===== src/rtl/multi_chan_down_counter_pkg.sv =====
// Shared types for the multi-channel down-counter timer bank.
// Optional sticky terminal-count flags: MULTI_CHAN_DOWN_COUNTER_STICKY_EN.
package multi_chan_down_counter_pkg;

    typedef enum logic [1:0] {
        NOP           = 2'd0,
        LOAD_ONESHOT  = 2'd1,
        LOAD_PERIODIC = 2'd2,
        STOP          = 2'd3
    } cmd_op_e;

    typedef enum logic {
        IDLE = 1'b0,
        RUN  = 1'b1
    } chan_state_e;

    typedef enum logic {
        ONESHOT  = 1'b0,
        PERIODIC = 1'b1
    } mode_e;

    // Channel-select width; a single-channel bank still gets a 1-bit select.
    function automatic int ch_idx_w(input int n);
        return (n > 1) ? $clog2(n) : 1;
    endfunction

endpackage


===== src/rtl/multi_chan_down_counter_chan.sv =====
// One timer channel: IDLE/RUN state, count, reload value, mode and tc pulse.
// A load or stop strobe overrides the normal count step on the same edge.
module multi_chan_down_counter_chan
    import multi_chan_down_counter_pkg::*;
#(
    parameter int               WIDTH     = 8,
    parameter logic [WIDTH-1:0] RESET_VAL = {WIDTH{1'b1}}
) (
    input  logic             clk,
    input  logic             rst_n,
    input  logic             ena_i,
    input  logic             load_i,
    input  logic             stop_i,
    input  logic             periodic_i,
    input  logic [WIDTH-1:0] value_i,
    output logic             tc_o,
    output logic [WIDTH-1:0] cnt_o,
    output chan_state_e      state_o
);

    chan_state_e      state_q;
    mode_e            mode_q;
    logic [WIDTH-1:0] cnt_q;
    logic [WIDTH-1:0] reload_q;
    logic             tc_q;
    logic             tc_d;

    // Expiry pulses even when a command lands on this channel at the same edge.
    assign tc_d = (state_q == RUN) && ena_i && (cnt_q == '0);

    always_ff @(posedge clk or negedge rst_n) begin
        if (!rst_n) begin
            state_q  <= IDLE;
            mode_q   <= ONESHOT;
            cnt_q    <= RESET_VAL;
            reload_q <= RESET_VAL;
            tc_q     <= 1'b0;
        end else begin
            tc_q <= tc_d;
            if (load_i) begin
                cnt_q    <= value_i;
                reload_q <= value_i;
                mode_q   <= periodic_i ? PERIODIC : ONESHOT;
                state_q  <= RUN;
            end else if (stop_i) begin
                state_q <= IDLE;
            end else if (state_q == RUN && ena_i) begin
                if (cnt_q != '0) begin
                    cnt_q <= cnt_q - 1'b1;
                end else if (mode_q == PERIODIC) begin
                    cnt_q <= reload_q;
                end else begin
                    state_q <= IDLE;
                end
            end
        end
    end

    assign tc_o    = tc_q;
    assign cnt_o   = cnt_q;
    assign state_o = state_q;

endmodule


===== src/rtl/multi_chan_down_counter.sv =====
// Bank of NUM_CH down counters sharing one command port (valid/ready).
// Define MULTI_CHAN_DOWN_COUNTER_STICKY_EN for per-channel sticky tc flags.
module multi_chan_down_counter
    import multi_chan_down_counter_pkg::*;
#(
    parameter int               WIDTH     = 8,
    parameter int               NUM_CH    = 4,
    parameter logic [WIDTH-1:0] RESET_VAL = {WIDTH{1'b1}}
) (
    input  logic                        clk,
    input  logic                        rst_n,
    input  logic [NUM_CH-1:0]           ena,
    input  logic                        cmd_valid,
    output logic                        cmd_ready,
    input  logic [ch_idx_w(NUM_CH)-1:0] cmd_ch,
    input  logic [1:0]                  cmd_op,
    input  logic [WIDTH-1:0]            cmd_value,
`ifdef MULTI_CHAN_DOWN_COUNTER_STICKY_EN
    input  logic [NUM_CH-1:0]           tc_clr,
    output logic [NUM_CH-1:0]           tc_sticky,
`endif
    output logic [NUM_CH-1:0]           tc,
    output logic [NUM_CH*WIDTH-1:0]     cnt,
    output logic [NUM_CH-1:0]           busy
);

    localparam int CH_W = ch_idx_w(NUM_CH);

    // Handshake: a command is taken on any edge with cmd_valid && cmd_ready.
    // cmd_ready rises one edge after reset release and then stays high.
    logic    ready_q;
    cmd_op_e op;
    logic    ch_ok;
    logic    accept;
    logic    is_load;

    always_ff @(posedge clk or negedge rst_n) begin
        if (!rst_n) begin
            ready_q <= 1'b0;
        end else begin
            ready_q <= 1'b1;
        end
    end

    assign cmd_ready = ready_q;
    assign op        = cmd_op_e'(cmd_op);
    assign ch_ok     = ({1'b0, cmd_ch} < (CH_W+1)'(NUM_CH));
    assign accept    = cmd_valid && ready_q && ch_ok;
    assign is_load   = (op == LOAD_ONESHOT) || (op == LOAD_PERIODIC);

    for (genvar g = 0; g < NUM_CH; g++) begin : g_ch
        logic        sel;
        chan_state_e state;

        assign sel = accept && (cmd_ch == CH_W'(g));

        multi_chan_down_counter_chan #(
            .WIDTH     (WIDTH),
            .RESET_VAL (RESET_VAL)
        ) u_chan (
            .clk        (clk),
            .rst_n      (rst_n),
            .ena_i      (ena[g]),
            .load_i     (sel && is_load),
            .stop_i     (sel && (op == STOP)),
            .periodic_i (op == LOAD_PERIODIC),
            .value_i    (cmd_value),
            .tc_o       (tc[g]),
            .cnt_o      (cnt[g*WIDTH +: WIDTH]),
            .state_o    (state)
        );

        assign busy[g] = (state == RUN);
    end

`ifdef MULTI_CHAN_DOWN_COUNTER_STICKY_EN
    logic [NUM_CH-1:0] sticky_q;
    logic [NUM_CH-1:0] sticky_set;

    // Same expiry condition the channel registers into tc, so the flag rises with tc.
    for (genvar s = 0; s < NUM_CH; s++) begin : g_set
        assign sticky_set[s] = busy[s] && ena[s] && (cnt[s*WIDTH +: WIDTH] == '0);
    end

    always_ff @(posedge clk or negedge rst_n) begin
        if (!rst_n) begin
            sticky_q <= '0;
        end else begin
            sticky_q <= sticky_set | (sticky_q & ~tc_clr);
        end
    end

    assign tc_sticky = sticky_q;
`endif

endmodule

===== config.mk =====
export PLATFORM = sky130hd
export DESIGN_NAME = multi_chan_down_counter
export DESIGN_NICKNAME = d
export VERILOG_FILES = /design/src/rtl/multi_chan_down_counter_pkg.sv /design/src/rtl/multi_chan_down_counter_chan.sv /design/src/rtl/multi_chan_down_counter.sv
export SDC_FILE = /design/constraint.sdc
export NUM_CORES = 1
export LEC_CHECK = 0
export CORE_AREA = 2 2 96 98
export CTS_CLUSTER_SIZE = 28
export DETAILED_ROUTE_END_ITERATION = 7
export DIE_AREA = 0 0 98 100
export MAX_ROUTING_LAYER = met4
export PLACE_DENSITY_LB_ADDON = 0.08
export RECOVER_POWER = 50
export SLEW_MARGIN = 5
export SYNTH_ARGS = -nofsm -noshare
export SYNTH_HDL_FRONTEND = slang
export SYNTH_SLANG_ARGS = --single-unit

===== constraint.sdc =====
create_clock -name clk -period 4.8 [get_ports clk]
set_clock_uncertainty 0.2 [all_clocks]
set_input_delay 1.44 -clock clk [delete_from_list [all_inputs] [get_ports clk]]
set_output_delay 1.44 -clock clk [all_outputs]
set_load 0.02 [all_outputs]

==> flow_summary.ini <==
[clock_network]
cts_root_buf = clkbuf_8
cts_tree = yes
cts.clk_slew.worst_paths_ns = 0.08
cts_max_level = 3
cts.sinks = 77
cts_resized = 0
clk_path_buf_depth = 2
cts_made_buffers = 9
post_cts_buffers = 0
cts-hold-fix-buffers = 0
clock_latency_ns = 0.35

[synthesis]
syn-cell-area_mm2 = 0.00428
synth_area_per_cell_um2 = 9.77
synth.largest_area_cell = dfstp_2
yosysWarnings = 0
synth_edf_count = 0
yosys_most_used_dff = dfstp_2
synth_nets = 467
async_flop_share_pct = 100
synth_top_area_share_pct = 39.3
synthTopCellsByArea = dfstp_2 39%, nand2_1 7.7%, dfrtp_1 7.6%
ys_ff_latch = 77
yosysUniqueCellTypes = 59
ys_seq_area_share_pct = 46.9
synthCells = 438

[run_status]
run_status = finished, violations left
violations = max-capacitance violations, max-slew violations

[finish]
drive_gt1_share_pct = 24.5
fin_util_pct = 57.1
diodes = 0
final_common_cell = nand2_1
mostFrequentLayoutCells = 88 x nand2_1, 63 x dfstp_2, 50 x clkdlybuf4s50_1
syn_to_final_growth_pct = 18.6
fillers = 800
fin_nets = 514

[timing]
fmax_mhz = 266
final_hold_viol_count = 0
slew_headroom_pct = -26.2
max_slew.worst_pin.slew_ns = 1.89
fin_crit_ns = 3.76
rsz0062_at_grt = no
slew_viol_final = 78
finalSetupViolCount = 0
hold_ws_ns = 0.260
finalSetupTns_ns = 0
final.period_utilization_pct = 78.3

[floorplan]
dieArea_mm2 = 0.00980
die_w_um = 98
initial_core_util_pct = 48.1
core-area_mm2 = 0.00889
die_h_um = 100
row_count = 35
pin_count = 60

[detailed_routing]
vias_per_cell = 5.78
routed_wl_um = 10500
drcViolationCount = 0
wl_per_cell_um = 17.5
via_count = 3476
postRouteAntennaNets = 0
drtPass1Iterations = 5
drt-initial-drc-count = 137

[min_path]
holdCritPathClass = reg2reg

[placed_design]
hpwlAfterDp_um = 6980
gp_congestion = 0.847
port_buffers = 59

[power]
clkPwrFrac_pct = 15.3
max-vdd-ir-drop_mv = 0.328
seqPwrFrac_pct = 39.1
p_sw_share_pct = 39.2
p_sw_uw = 1280
power_frac_comb_pct = 45.6
p_int_uw = 1990
p_leak_uw = 0.00203
p_per_area_mw_per_mm2 = 643

[grt]
grt_max_degree = 78
overflow = 0
grt_use_total_pct = 23.6
grt_pass1_vias = 3500
grt_pass1_wl_um = 17700
antenna_found_initial = 0

[setup_path]
crit_path_end_kind = flip-flop
cp.arrival_ns = 3.85
crit_required_ns = 4.89
startpoint_type = input pin
crit_fanout = 10
worstSetupPathType = in2reg

[job]
maxCapViolations = 1
-- power groups by stage --
stage / Sequential [uW] / Clock [uW] / Combinational, uW
after floorplan: 1370 / 0 / 909
after global placement: 1280 / 0 / 1460
after detailed placement: 1280 / 0 / 1480
after CTS: 1270 / 513 / 1490
after global routing: 1320 / 544 / 1640
final: 1280 / 501 / 1490
-- Yosys cell counts, types with 9 or more instances --
| master | count |
|---|---|
| nand2_1 | 88 |
| clkbuf_1 | 10 |
| buf_4 | 9 |
| dfstp_2 | 64 |
| a211oi_1 | 12 |
| a221o_1 | 18 |
| inv_1 | 15 |
| dfrtp_1 | 13 |
| a21oi_1 | 14 |
| nor3_1 | 9 |
| o21ai_0 | 16 |
| mux2_2 | 23 |
| nor2_1 | 34 |
| ha_1 | 10 |
-- cell families (layout without fill, tap and decap cells) --
logic type                 Yosys count  count (layout)  share of synthesized area, %
and+or+nand+nor                    179             179                          20.1
AOI/OAI and AO/OA                   98              98                          17.3
DFF                                 77              77                          46.9
buffers and inverters               40              92                          4.62
muxes                               24              24                          6.28
adders and majority gates           10              10                          2.92
xor gates and xnor gates             9               9                          1.84
other                                1               1                        0.0876
-- metrics by stage --
step | std cells | setup WS, ns | power, uW | instance area, um^2
after floorplan | 438 | 1.57 | 2270 | 4280
after global placement | 585 | 0.863 | 2740 | 4880
after detailed placement | 585 | 0.791 | 2760 | 4880
after CTS | 601 | 1.16 | 3280 | 5080
after global routing | 601 | 0.818 | 3510 | 5080
final | 601 | 1.04 | 3270 | 5080
-- critical path, stage by stage --
cell           delay, ns
dlygate4sd3_1       0.55
inv_1               0.05
ha_1                0.45
nor2_1              0.24
or4_1               0.71
a311oi_1            0.26
a221o_1             0.15
-- flip-flops by register name (all words and copies together) (netlist names) --
name and count:
g_ch.u_chan.mode_q 4, g_ch.u_chan.reload_q 32, cmd_ready 1, g_ch.u_chan.state_o 4, g_ch.u_chan.cnt_o 32, g_ch.u_chan.tc_o 4
-- cell type report --
cell class                      instances  area, um^2  area share, %
Multi-Input combinational cell        321        2080           40.9
Inverter                               15        56.3           1.11
Clock buffer                           10         138           2.71
Clock inverter                          6        62.6           1.23
Timing Repair Buffer                   61         601           11.8
Tap cell                              111         139           2.73
Sequential cell                        77        2010           39.5
-- metal layers --
layer / vias up / routed length (um) / global-route usage, %
met4: 0 / 169 / 9.08
met5: - / 0 / -
met3: 12 / 582 / 5.36
met1: 1690 / 5050 / 32.7
li1: 1680 / - / -
met2: 94 / 4740 / 33.9
-- path summary, 6_finish.rpt --
kind,cells after the start,endpoint,start,slack (ns)
worst min register to register,2,g_ch[0].u_chan.reload_q[1]$_DFFE_PN1P_,g_ch[0].u_chan.reload_q[1]$_DFFE_PN1P_,0.26
worst min-delay path,2,g_ch[0].u_chan.reload_q[1]$_DFFE_PN1P_,g_ch[0].u_chan.reload_q[1]$_DFFE_PN1P_,0.26
worst max register to register,7,g_ch[0].u_chan.cnt_o[4]$_DFFE_PN1P_,g_ch[0].u_chan.cnt_o[0]$_DFFE_PN1P_,2.02
max in group asynchronous,1,g_ch[1].u_chan.state_o$_DFFE_PN0P_,rst_n,1.88
min in group asynchronous,1,g_ch[3].u_chan.tc_o$_DFF_PN0_,rst_n,1.40
worst max-delay path,7,g_ch[3].u_chan.cnt_o[5]$_DFFE_PN1P_,cmd_op[0],1.04
Power figures use the tool's default switching activity.
